`src/rtl/cp0.sv`:
```
// Coprocessor-0: SR/Cause/EPC/PRId registers, interrupt and exception arbitration for the
// five-stage pipeline; IRQ redirects fetch, EPC feeds eret, rdata serves mfc0.
module cp0 #(
  parameter logic [31:0] PRID = 32'h4D49_5053
) (
  input  logic        clk,
  input  logic        reset,
  input  logic [31:0] PC_M,
  input  logic        BD_M,
  input  logic [4:0]  ExcCode_M,
  input  logic [5:0]  HWInt,
  input  logic        we_M,
  input  logic [4:0]  addr_M,
  input  logic [31:0] wdata_M,
  input  logic        eret_M,
  output logic [31:0] rdata,
  output logic [31:0] EPC,
  output logic        IRQ
);

  localparam logic [4:0] AddrSr    = 5'd12;
  localparam logic [4:0] AddrCause = 5'd13;
  localparam logic [4:0] AddrEpc   = 5'd14;
  localparam logic [4:0] AddrPrid  = 5'd15;

  logic [5:0]  im_q, im_d;
  logic        exl_q, exl_d;
  logic        ie_q, ie_d;
  logic        bd_q, bd_d;
  logic [5:0]  ip_q, ip_d;
  logic [4:0]  exc_code_q, exc_code_d;
  logic [31:0] epc_q, epc_d;

  logic        int_req;
  logic        exc_req;
  logic [31:0] pc_eff;
  logic [31:0] sr_word;
  logic [31:0] cause_word;

  // HWInt is used live, not the registered IP copy, so interrupts are seen the same cycle.
  assign int_req = (|(HWInt & im_q)) & ie_q & ~exl_q;
  assign exc_req = (ExcCode_M != 5'd0) & ~exl_q;
  assign IRQ     = int_req | exc_req;

  assign pc_eff = BD_M ? (PC_M - 32'd4) : PC_M;

  assign sr_word    = {16'b0, im_q, 8'b0, exl_q, ie_q};
  assign cause_word = {bd_q, 15'b0, ip_q, 3'b0, exc_code_q, 2'b0};
  assign EPC        = epc_q;

  always_comb begin
    rdata = 32'd0;
    case (addr_M)
      AddrSr:    rdata = sr_word;
      AddrCause: rdata = cause_word;
      AddrEpc:   rdata = epc_q;
      AddrPrid:  rdata = PRID;
      default:   rdata = 32'd0;
    endcase
  end

  always_comb begin
    im_d       = im_q;
    exl_d      = exl_q;
    ie_d       = ie_q;
    bd_d       = bd_q;
    ip_d       = HWInt;
    exc_code_d = exc_code_q;
    epc_d      = epc_q;
    if (IRQ) begin
      exl_d      = 1'b1;
      bd_d       = BD_M;
      exc_code_d = int_req ? 5'd0 : ExcCode_M;
      epc_d      = pc_eff & 32'hFFFF_FFFC;
    end else begin
      if (we_M) begin
        if (addr_M == AddrSr) begin
          im_d  = wdata_M[15:10];
          exl_d = wdata_M[1];
          ie_d  = wdata_M[0];
        end else if (addr_M == AddrEpc) begin
          epc_d = wdata_M & 32'hFFFF_FFFC;
        end
      end
      // eret wins over an mtc0 to EXL; the written IM/IE still land.
      if (eret_M) exl_d = 1'b0;
    end
  end

  always_ff @(posedge clk) begin
    if (reset) begin
      im_q       <= 6'd0;
      exl_q      <= 1'b0;
      ie_q       <= 1'b0;
      bd_q       <= 1'b0;
      ip_q       <= 6'd0;
      exc_code_q <= 5'd0;
      epc_q      <= 32'd0;
    end else begin
      im_q       <= im_d;
      exl_q      <= exl_d;
      ie_q       <= ie_d;
      bd_q       <= bd_d;
      ip_q       <= ip_d;
      exc_code_q <= exc_code_d;
      epc_q      <= epc_d;
    end
  end

endmodule

```
`config.mk`:
```
export PLATFORM = sky130hd
export DESIGN_NAME = cp0
export DESIGN_NICKNAME = d
export VERILOG_FILES = /design/src/rtl/cp0.sv
export SDC_FILE = /design/constraint.sdc
export NUM_CORES = 1
export LEC_CHECK = 0
export CELL_PAD_IN_SITES_DETAIL_PLACEMENT = 2
export CELL_PAD_IN_SITES_GLOBAL_PLACEMENT = 2
export CORE_ASPECT_RATIO = 1.5
export CORE_UTILIZATION = 21
export DETAILED_ROUTE_END_ITERATION = 7
export GPL_TIMING_DRIVEN = 0
export PLACE_DENSITY = 0.8
export SYNTH_ARGS = -nofsm -noshare
export SYNTH_HDL_FRONTEND = slang
export SYNTH_SLANG_ARGS = --single-unit
```
`constraint.sdc`:
```
create_clock -name clk -period 2.2 [get_ports clk]
set_clock_uncertainty 0.05 [all_clocks]
set_input_delay 0.44 -clock clk [delete_from_list [all_inputs] [get_ports clk]]
set_output_delay 0.44 -clock clk [all_outputs]
set_load 0.03 [all_outputs]
```
==> results_dict.tcl, run 1 <==
set metrics [dict create \
    hold_violations 0 \
    crit_fanout 3 \
    grt_max_degree 16 \
    fin_area_sq_mm 0.005956 \
    tightest_slew_ns 0.7041 \
    num_vias 4477 \
    die_h_um 161.3 \
    yosysTopAreaCellShare_pct 28.18 \
    core_area_sq_mm 0.01640 \
    synth_edf_count 0 \
    nets 704 \
    pin_count 150 \
    fp.dieArea_sq_mm 0.01745 \
    cp.required_ns 1.71 \
    fin_cells 829 \
    syn_inst 440 \
    use_met2_pct 42.27 \
    viasPerCell 5.400 \
    met3_usage_pct 2.986 \
    die_w_um 108.2 \
    drc 0 \
    grt_usage_pct 22.82 \
    ys_top_cells_by_area "dfxtp_1 (28%), and3_1 (7.0%), a21boi_0 (6.3%)" \
    min_path_type "input port to flip-flop" \
    critPathMaxStageDelay_ns 0.39 \
    finish.utilization_pct 36.31 \
    fmax_mhz 422.9 \
    synth_common_cells "dfxtp_1 (50), and3_1 (40), clkbuf_1 (36)" \
    start_util_pct 21.66 \
    synth_area_sq_mm 0.003552 \
    syn2layout_area_growth_pct 67.66 \
    slowest_stage "o311a_4" \
    period_share_pct 107.5 \
    ant_nets 0 \
    busiest_layer "met2" \
    ctsHtreeMaxLevel 2 \
    placed_area_sq_mm 0.005264 \
    cts_buffers 5 \
    cts_sinks 50 \
    avgSynthCellArea_sq_um 8.073 \
    clk_pin_slew_worst_paths_ns 0.07 \
    rows 57 \
    clockBufferDepth 2 \
    worstPathCellList "a22o_4 > o311a_4 > or2_4 > clkbuf_16 > buf_8" \
    synthFlopType "dfxtp_1" \
    powerDensity_mw_per_mm2 464.5 \
    setup_viol 9 \
    drt-initial-drc-count 138 \
    grt_pass1_wl_um 29730 \
    hold_buffers 0 \
    antenna_found_initial 4 \
    wl_per_cell_um 24.21 \
    relSlewSlack_pct 53.06 \
    port_buffers 143 \
    start_kind "flip-flop" \
    ys_seq_area_share_pct 28.18 \
    ys_ff_latch 50 \
    grt_overflow 0 \
    clock_latency_ns 0.30 \
    dp_cells 790 \
    worstPathArrival_ns 1.87 \
    max_cap_violations 0 \
    peakVddDrop_v 0.0002616 \
    holdWs_ns 0.3338 \
    drive_gt1_share_pct 30.21 \
    end_kind "primary output" \
    place.gp.congestion 0.8313 \
    reg2reg_depth 6 \
    ys_warn_count 0 \
    cts_root_buf "clkbuf_16" \
    violations "setup timing" \
    slew_viol_final 0 \
    rsz0062_at_grt "true" \
    p_leak_nw 2.287 \
    status "finished, violations left" \
    hold_path_depth 2 \
    dp_hpwl_um 14670 \
    ys_types 53 \
    path_class "flip-flop to primary output" \
    grt_pass1_vias 5030 \
    period_needed_ns 2.364 \
    synth_largest_area_cell "dfxtp_1" \
    first_pass_iters 4 \
    async_flop_share_pct 0 \
    use_met1_pct 23.43 \
    cts_tree "yes" \
    setup_slack_ns -0.1644 \
    drt-total-wl_um 20070 \
    synth.most_common_cell "dfxtp_1" \
]
-- flip-flops by register name, summed over array words and instances (netlist names) --
| register | flops |
|---|---|
| ip_q | 6 |
| exl_q | 1 |
| EPC | 30 |
| ie_q | 1 |
| exc_code_q | 5 |
| im_q | 6 |
| bd_q | 1 |
-- cells by family after synthesis --
logic type / after synthesis / synth area share [%]
and+or+nand+nor: 205 / 35.05
AOI/OAI and AO/OA: 111 / 23.14
DFF: 50 / 28.18
buffers and inverters: 48 / 6.727
muxes: 13 / 3.734
xor gates and xnor gates: 11 / 2.712
adders and majority gates: 1 / 0.3522
other: 1 / 0.1056
-- report_power, final --
part           internal, mW  total (mW)  switching (mW)  leakage [nW]
clock                 0.423       0.793           0.369        0.0709
combinational         0.421       0.935           0.514          1.80
sequential            0.974        1.04          0.0650         0.416
total                  1.82        2.77           0.948          2.29
-- worst max-delay path, delay by kind of cell, from the launching register on --
kind	cells	cell delay [ns]
compound gates	2	0.67
flops	1	0.34
buf+inv	2	0.29
simple gates	1	0.28
-- final cells by class --
class | instances | area [sq um]
clock buffer | 6 | 128.9
multi-input combinational | 343 | 2580
antenna | 4 | 10.01
sequential | 50 | 1005
clock inverter | 2 | 13.76
timing repair buffer | 173 | 1585
fill | 1847 | 10450
tap | 206 | 257.7
buffer | 42 | 364.1
inverter | 3 | 11.26
-- path summary, 6_finish.rpt --
kind / from / to / slack [ns]
worst max-delay path: im_q[3] / IRQ / -0.16
worst min-delay path: reset / ip_q[5] / 0.33
worst max register to register: im_q[3] / EPC[31] / -0.06
worst min register to register: im_q[3] / im_q[3] / 0.45
-- layout by cell type (no fill, tap or decap), types with 7 or more instances in the layout --
cell,count
buf_2,18
dlygate4sd2_1,9
nor4_2,9
and3_1,32
a21oi_1,15
and3_4,8
dfxtp_1,47
o31ai_1,14
clkdlybuf4s50_1,78
nand3_1,10
nor4_1,25
clkbuf_1,11
clkbuf_2,16
clkdlybuf4s15_2,9
nand2_1,7
buf_6,12
mux2i_1,11
a21boi_0,30
o21ai_0,7
clkbuf_8,11
buf_4,31
nand2b_1,15
a311oi_1,12
clkdlybuf4s15_1,8
a211oi_1,11
clkbuf_16,8
nor2_1,32
or4_1,9
-- layer usage --
metal	share of wire (%)	vias to the layer above	wire, um
met2	54	145	10850
met3	4.4	48	888
met4	5.7	0	1151
met5	0	-	0
li1	-	2041	-
met1	36	2243	7179
-- per-stage QoR --
step	setup TNS (ns)	setup WS (ns)	power (mW)
floorplan	-0.2791	-0.09011	1.449
global placement	-72.69	-1.837	1.870
detailed placement	-76.81	-1.883	1.902
CTS	-0.2780	-0.1434	2.737
global route	-1.321	-0.1756	2.859
finish	-0.4360	-0.1644	2.766
-- what timing repair did --
action / in CTS / in global routing
setup buffers: 25 / 4
pin swaps: 18 / 13
setup endpoints to repair: 76 / 53
cloned: 1 / 0
gates resized for setup: 295 / 74
(Power assumes the default switching activity.)
==> inputs of run 2 (changes only) <==
--- a/constraint.sdc
+++ b/constraint.sdc
@@ -4,2 +4,2 @@
 set_output_delay 0.44 -clock clk [all_outputs]
-set_load 0.03 [all_outputs]
+set_load 0.05 [all_outputs]
==> run 2 against run 1 <==
Net effect: the flow still finishes with violations (setup timing); sequential power about the same; worst setup slack better by 0.018 ns; critical path depth is the same; utilization up 0.49 points; final cell count shrank 0.97%; global-route usage down 0.15 points; sequential share of layout area down 0.24 points; register-to-register slack gained 0.12 ns; routed wire length shrank 2.0%; count of clock-buffer cells in the layout stayed put; critical endpoint unchanged.
==> results_dict.tcl, run 2 (synthesis results as in run 1) <==
set metrics [dict create \
    status "finished, violations left" \
    violations "setup timing" \
    cts_root_buf "clkbuf_16" \
    slew_viol_final 0 \
    end_kind "primary output" \
    syn2layout_area_growth_pct 69.92 \
    grt_pass1_vias 4920 \
    start_kind "flip-flop" \
    core_area_sq_mm 0.01640 \
    grt_usage_pct 22.67 \
    num_vias 4463 \
    place.gp.congestion 0.8760 \
    ctsHtreeMaxLevel 2 \
    dp_hpwl_um 14750 \
    period_needed_ns 2.346 \
    cts_tree "yes" \
    min_path_type "input port to flip-flop" \
    drt-total-wl_um 19670 \
    dp_cells 790 \
    cts_buffers 5 \
    mostFrequentLayoutCells "clkdlybuf4s50_1 (76), dfxtp_1 (48), buf_4 (38), and3_1 (32), a21boi_0 (30)" \
    worstPathArrival_ns 1.86 \
    setup_viol 1 \
    period_share_pct 106.6 \
    drc 0 \
    grt_pass1_wl_um 29450 \
    viasPerCell 5.436 \
    clk_pin_slew_worst_paths_ns 0.07 \
    grt_overflow 0 \
    tightest_slew_ns 0.7245 \
    drt-initial-drc-count 149 \
    clockBufferDepth 2 \
    rrSetupSlack_ns 0.06 \
    relSlewSlack_pct 51.29 \
    powerDensity_mw_per_mm2 521.2 \
    drive_gt1_share_pct 30.13 \
    fmax_mhz 426.3 \
    pin_count 150 \
    port_buffers 143 \
    start_util_pct 21.66 \
    die_w_um 108.2 \
    p_leak_nw 2.334 \
    power_mw 3.146 \
    path_class "flip-flop to primary output" \
    fin_area_sq_mm 0.006036 \
    rows 57 \
    fin_cells 821 \
    cts_sinks 50 \
    peakVddDrop_v 0.0003341 \
    max_cap_violations 0 \
    rsz0062_at_grt "true" \
    clock_latency_ns 0.30 \
    fp.dieArea_sq_mm 0.01745 \
    grt_max_degree 16 \
    wl_per_cell_um 23.95 \
    setup_slack_ns -0.1460 \
    crit_fanout 3 \
    antenna_found_initial 1 \
    cp.required_ns 1.71 \
    ant_nets 0 \
    first_pass_iters 4 \
    hold_violations 0 \
    layout_commonest_cell "clkdlybuf4s50_1" \
    largest_register_ffs 30 \
    placed_area_sq_mm 0.005340 \
    place_ws_ns -1.693 \
    nets 699 \
    fill_cells 1821 \
    die_h_um 161.3 \
]
run 2: cell count changes in the layout (fill, tap and decap cells not counted), sizes merged:
cell / before / now
dlymetal6s2s: 0 / 3
clkinv: 2 / 0
bufinv: 0 / 2
dlygate4sd2: 9 / 14
clkdlybuf4s15: 17 / 12
clkbuf: 51 / 41
diode: 4 / 1
buf: 66 / 70
clkdlybuf4s50: 78 / 76
run 2: path summary, 6_finish.rpt:
check	from	endpoint	cells past startpoint
worst max register to register	im_q[0]	im_q[0]	5
worst min-delay path	reset	ip_q[5]	2
worst max-delay path	im_q[0]	IRQ	5
worst min register to register	im_q[5]	im_q[5]	2
run 2: routing by layer:
metal	vias to the layer above	track usage [%]	routed length, um
met2	161	42.15	10800
met4	0	9.402	562
met1	2240	25.54	7298
li1	2033	-	-
met5	-	0	0
met3	29	2.502	1008
run 2: metrics by stage:
| step | util (%) | TNS (ns) | hold slack, ns |
|---|---|---|---|
| floorplan | - | -0.6650 | 0.4082 |
| global placement | 32.56 | -74.56 | 0.4288 |
| detailed placement | 32.56 | -80.66 | 0.4467 |
| CTS | 35.90 | -0.1438 | 0.3307 |
| global route | 36.80 | -0.2062 | 0.3280 |
| finish | 36.80 | -0.1460 | 0.3322 |
run 2: timing repair:
action | CTS | global route
gates cloned | 1 | 0
resized for setup | 332 | 48
pin swaps | 18 | 6
buffers inserted | 20 | 4
endpoints found under the setup margin | 76 | 53
hold buffers | 0 | 0
run 2: final cells by class:
cell class | count | area (sq um) | share of cell area [%]
multi-input cells | 343 | 2608 | 43.20
repair buffers | 168 | 1580 | 26.18
flip-flops and latches | 50 | 1003 | 16.63
plain buffers | 42 | 374.1 | 6.198
well taps | 206 | 257.7 | 4.270
clock buffers | 6 | 138.9 | 2.301
clock inverters | 2 | 60.06 | 0.9950
inverters | 3 | 11.26 | 0.1866
diodes | 1 | 2.502 | 0.04146
run 2: critical path, stage by stage (launching register included):
cell	delay, ns
dfxtp_2	0.33
a22o_1	0.27
o311a_4	0.40
or2_4	0.26
clkbuf_16	0.16
buf_12	0.14
run 2: where the power goes:
| part | total, mW | switching (mW) | leakage [nW] | internal, mW |
|---|---|---|---|---|
| Combinational | 1.04 | 0.611 | 1.82 | 0.430 |
| Clock | 1.06 | 0.378 | 0.0971 | 0.684 |
| Sequential | 1.04 | 0.0689 | 0.416 | 0.974 |
| Total | 3.15 | 1.06 | 2.33 | 2.09 |
==> inputs of run 3 (changes only) <==
- TNS_END_PERCENT: not set -> 10
==> run 3 against run 2 <==
Net effect: the run still ends with setup timing left; sequential share of layout area increased by 0.49 points; non-clock buffer count increased by 2; routed wire length decreased by 2.8%; combinational power about the same; hold slack improved by 0.013 ns; register-to-register slack got worse by 0.16 ns; final cell count increased by 0.24%; utilization decreased by 1.0 points; cell area decreased by 2.7%; count of clock-buffer cells in the layout unchanged; clock power decreased by 23%; critical path depth increased by 1; critical path type is now input port to primary output.
==> results_dict.tcl, run 3 (synthesis results as in run 1) <==
set metrics [dict create \
    cts_buffers 5 \
    place_ws_ns -1.983 \
    end_kind "primary output" \
    period_needed_ns 2.405 \
    period_share_pct 109.3 \
    setup_viol 19 \
    grt_usage_pct 21.87 \
    port_buffers 143 \
    power_mw 2.878 \
    wl_per_cell_um 23.23 \
    cts_tree "yes" \
    setup_slack_ns -0.2046 \
    fill_cells 1844 \
    p_leak_nw 2.286 \
    cts_sinks 50 \
    syn2layout_area_growth_pct 65.27 \
    fp.dieArea_sq_mm 0.01745 \
    rows 57 \
    viasPerCell 5.382 \
    cp-startpoint "HWInt[3]" \
    core_area_sq_mm 0.01640 \
    num_vias 4429 \
    dp_hpwl_um 14150 \
    clk_pin_slew_worst_paths_ns 0.07 \
    holdWs_ns 0.3449 \
    rrSetupSlack_ns -0.10 \
    grt_max_degree 16 \
    relSlewSlack_pct 59.08 \
    crit_fanout 3 \
    drt-initial-drc-count 138 \
    rsz0062_at_grt "true" \
    status "finished, violations left" \
    cts_root_buf "clkbuf_16" \
    min_path_type "input port to flip-flop" \
    grt_overflow 0 \
    max_cap_violations 0 \
    grt_pass1_wl_um 28600 \
    drt-total-wl_um 19120 \
    drc 0 \
    reg2reg_depth 6 \
    cp.required_ns 1.71 \
    fin_cells 823 \
    path_class "input port to primary output" \
    tightest_slew_ns 0.6138 \
    reg2reg_from "im_q[3]" \
    fmax_mhz 415.9 \
    grt_pass1_vias 4960 \
    die_w_um 108.2 \
    dp_cells 790 \
    cp-endpoint "IRQ" \
    clockBufferDepth 2 \
    layout_commonest_cell "clkdlybuf4s50_1" \
    ant_nets 0 \
    r2r_end "EPC[15]" \
    slew_viol_final 0 \
    clock_latency_ns 0.29 \
    start_util_pct 21.66 \
    powerDensity_mw_per_mm2 490.2 \
    pin_count 150 \
    worstPathArrival_ns 1.91 \
    largest_register_ffs 30 \
    first_pass_iters 4 \
    violations "setup timing" \
    nets 701 \
    ctsHtreeMaxLevel 2 \
    mostFrequentLayoutCells "clkdlybuf4s50_1 (79), dfxtp_1 (47), buf_4 (40), and3_1 (35), nor2_1 (33)" \
    die_h_um 161.3 \
    peakVddDrop_v 0.0002839 \
    place.gp.congestion 0.8382 \
    antenna_found_initial 1 \
    hold_violations 0 \
    start_kind "input port" \
    drive_gt1_share_pct 25.16 \
]
## run 3: cell count changes in the layout (fill, tap and decap cells not counted), sizes merged, moves of 2 or more
cell	previous run	this run
clkbuf	41	47
dlymetal6s2s	3	1
bufinv	2	0
clkdlybuf4s15	12	10
buf	70	67
clkdlybuf4s50	76	79
## run 3: report_power, final
| group | switching, mW | internal [mW] | total (mW) |
|---|---|---|---|
| logic | 0.596 | 0.420 | 1.02 |
| clock network | 0.369 | 0.452 | 0.821 |
| registers | 0.0666 | 0.974 | 1.04 |
| total | 1.03 | 1.85 | 2.88 |
## run 3: area by class of cell
class / instances / area, sq um / area share, %
Antenna cell: 1 / 2.502 / 0.04263
Timing Repair Buffer: 168 / 1575 / 26.83
Clock buffer: 6 / 138.9 / 2.366
Clock inverter: 2 / 12.51 / 0.2131
Tap cell: 206 / 257.7 / 4.390
Inverter: 3 / 11.26 / 0.1918
Sequential cell: 50 / 1005 / 17.11
Buffer: 44 / 390.4 / 6.650
Multi-Input combinational cell: 343 / 2477 / 42.20
## run 3: what timing repair did
item,in CTS,in global routing
setup buffers,20,4
pin swaps,17,9
cloned,1,0
hold buffers,0,0
resized for setup,331,30
endpoints found under the setup margin,76,58
## run 3: metrics by stage
stage	util (%)	area (sq um)	setup TNS (ns)
after floorplan	-	3563	-4.161
after global placement	32.02	5253	-78.02
after detailed placement	32.02	5253	-81.58
after CTS	35.25	5782	-0.2591
after global routing	35.79	5871	-4.220
final	35.79	5871	-0.9884
## run 3: layer usage
layer  wire (um)  vias up  track usage (%)
met3         718       41            2.220
li1            -     2037                -
met2       10240      162            40.59
met1        7312     2189            23.76
met4         848        0            11.77
met5           0        -                0
## run 3: worst min-delay path by stage
stage          endpoint  slack, ns     from  cells after the start
2_1_floorplan   im_q[4]       0.41  im_q[4]                      2
3_3_place_gp    im_q[4]       0.42  im_q[4]                      2
3_5_place_dp    im_q[3]       0.44  im_q[3]                      2
4_1_cts         ip_q[5]       0.34    reset                      2
5_1_grt         ip_q[5]       0.35    reset                      2
6_report        ip_q[0]       0.34    reset                      2
## run 3: critical path, cell delays in order
cell and delay (ns):
clkdlybuf4s15_1 0.20, a22o_1 0.27, o311a_1 0.41, or2_4 0.30, clkbuf_16 0.16, buf_12 0.14
==> RTL edit (config.mk and constraints of run 1) <==
Take the reset off `im_q` and `ip_q` and load them in a clocked block of their own.
--- a/src/rtl/cp0.sv
+++ b/src/rtl/cp0.sv
@@ -89,23 +89,24 @@
 
   always_ff @(posedge clk) begin
     if (reset) begin
-      im_q       <= 6'd0;
       exl_q      <= 1'b0;
       ie_q       <= 1'b0;
       bd_q       <= 1'b0;
-      ip_q       <= 6'd0;
       exc_code_q <= 5'd0;
       epc_q      <= 32'd0;
     end else begin
-      im_q       <= im_d;
       exl_q      <= exl_d;
       ie_q       <= ie_d;
       bd_q       <= bd_d;
-      ip_q       <= ip_d;
       exc_code_q <= exc_code_d;
       epc_q      <= epc_d;
     end
   end
 
+  always_ff @(posedge clk) begin
+    im_q <= im_d;
+    ip_q <= ip_d;
+  end
+
 endmodule
 
Formal check against the unedited RTL: not equivalent (a bounded check fails within 4 cycles, from zero or initial values and one cycle with reset high).
==> RTL edit against run 1 <==
Final cell count shrank 4.9%; power increased by 4.4%; cell area shrank 5.4%; sequential share of layout area grew 2.0 points; synthesized cell count fell by 5.2%; critical path depth unchanged; sequential cell count unchanged; setup slack improved by 90 ps; via count is 7.3% lower; die area fell by 5.1%; the flow still finishes with violations (negative setup slack); synthesized area down 5.1%; routed wire length shrank 11%; utilization down 0.40 points.
==> RTL edit: results (changes against run 1) <==
Synth Area in XOR/XNOR: 3.12% (+0.41 points)
vias in the first global route: 4632 (-7.9%)
fin nets: 670 (-4.8%)
Switching Power: 0.000957 W (+0.89%)
Post-synth EDFFs: 6 (+6)
dpl cells: 764 (-3.3%)
Unique masters post-synth: 46 (-13%)
layout cell share with drive strength beyond 1: 28.5% (-1.7 points)
failing checks: negative setup slack
Post-Synth Adder-Cell Area: 0.371% (+0.019 points)
Max VDD drop: 0.277 mV (+5.7%)
Mean Syn Cell Area: 8.08 um^2 (about the same)
CP max-delay cell: edfxtp_1
Hold WS: 350 ps (+15.8 ps)
endpoints failing setup: 1 (-8)
compound-gate portion of the synthesized area: 25.3% (+2.1 points)
Post-CTS Setup Bufs: 13 (-48%)
DP Area: 5080 um^2 (-3.5%)
Overall Global Routing Usage: 21.5% (-1.3 points)
WHS Endpoint: ip_q[0]
status: finished, violations left
n_diodes: 0 (-4)
reg-to-reg endpoint: EPC[14]
Seq/Total Area, Yosys: 31.5% (+3.3 points)
mux cell area share after synthesis: 2.15% (-1.6 points)
Hold Crit Depth: 1 (-1)
final weighted congestion in routability-driven placement: 0.831 (about the same)
register-to-register setup slack: 60 ps (+120 ps)
setup_tns: -74.1 ps (+362 ps)
critical path arrival: 1780 ps (-90 ps)
Filler Cell Count: 1772 (-4.1%)
slowest stage delay, CP: 430 ps (+40 ps)
top cells by area, synth: dfxtp_1 26%, a21boi_0 6.7%, and3_1 5.8%
PwrDens: 513 nW/um^2 (+10%)
Lkg Pwr: 2.16 nW (-5.7%)
actual slew at the worst max-slew pin: 595 ps (-109 ps)
first-pass GRT wire length: 27000 um (-9.1%)
Final Non-Filler Cells: 788 (-4.9%)
routed len/inst: 22.6 um (-6.7%)
Reg power frac: 36.6% (-1.0 points)
CTS-repair resized insts: 282 (-4.4%)
hold wc startpoint: HWInt[0]
final worst slack: -74.1 ps (+90.2 ps)
Vias: 4149 (-7.3%)
DP HPWL: 13900 um (-5.1%)
Post-synth top cells: 44 x dfxtp_1, 37 x clkbuf_1, 34 x nor2_1
DRT iter0 DRCs: 117 (-15%)
Worst R2R Start: im_q[1]
-- RTL edit: how the worst max path moves through the flow --
stage	startpoint	to	slack [ps]	cells after the start
4_1_cts	im_q[0]	IRQ	-80	5
2_1_floorplan	PC_M[7]	EPC[30]	-90	6
3_5_place_dp	addr_M[2]	rdata[28]	-1880	8
5_1_grt	im_q[1]	IRQ	-100	5
6_report	im_q[1]	IRQ	-70	5
3_3_place_gp	addr_M[2]	rdata[18]	-1830	8
-- RTL edit: cell type report --
cell class	count	area [um^2]	share of cell area, %
Tap cell	203	254	4.51
Clock buffer	5	125	2.22
Buffer	41	267	4.73
Sequential cell	50	1060	18.8
Clock inverter	3	48.8	0.866
Inverter	5	18.8	0.333
Timing Repair Buffer	161	1470	26.1
Multi-Input combinational cell	320	2390	42.4
-- RTL edit: metal layers --
layer | part of all wire, % | global-route usage, %
met4 | 5.0 | 11.4
met3 | 3.1 | 2.36
met1 | 37 | 22.1
met2 | 55 | 42.0
met5 | 0 | 0
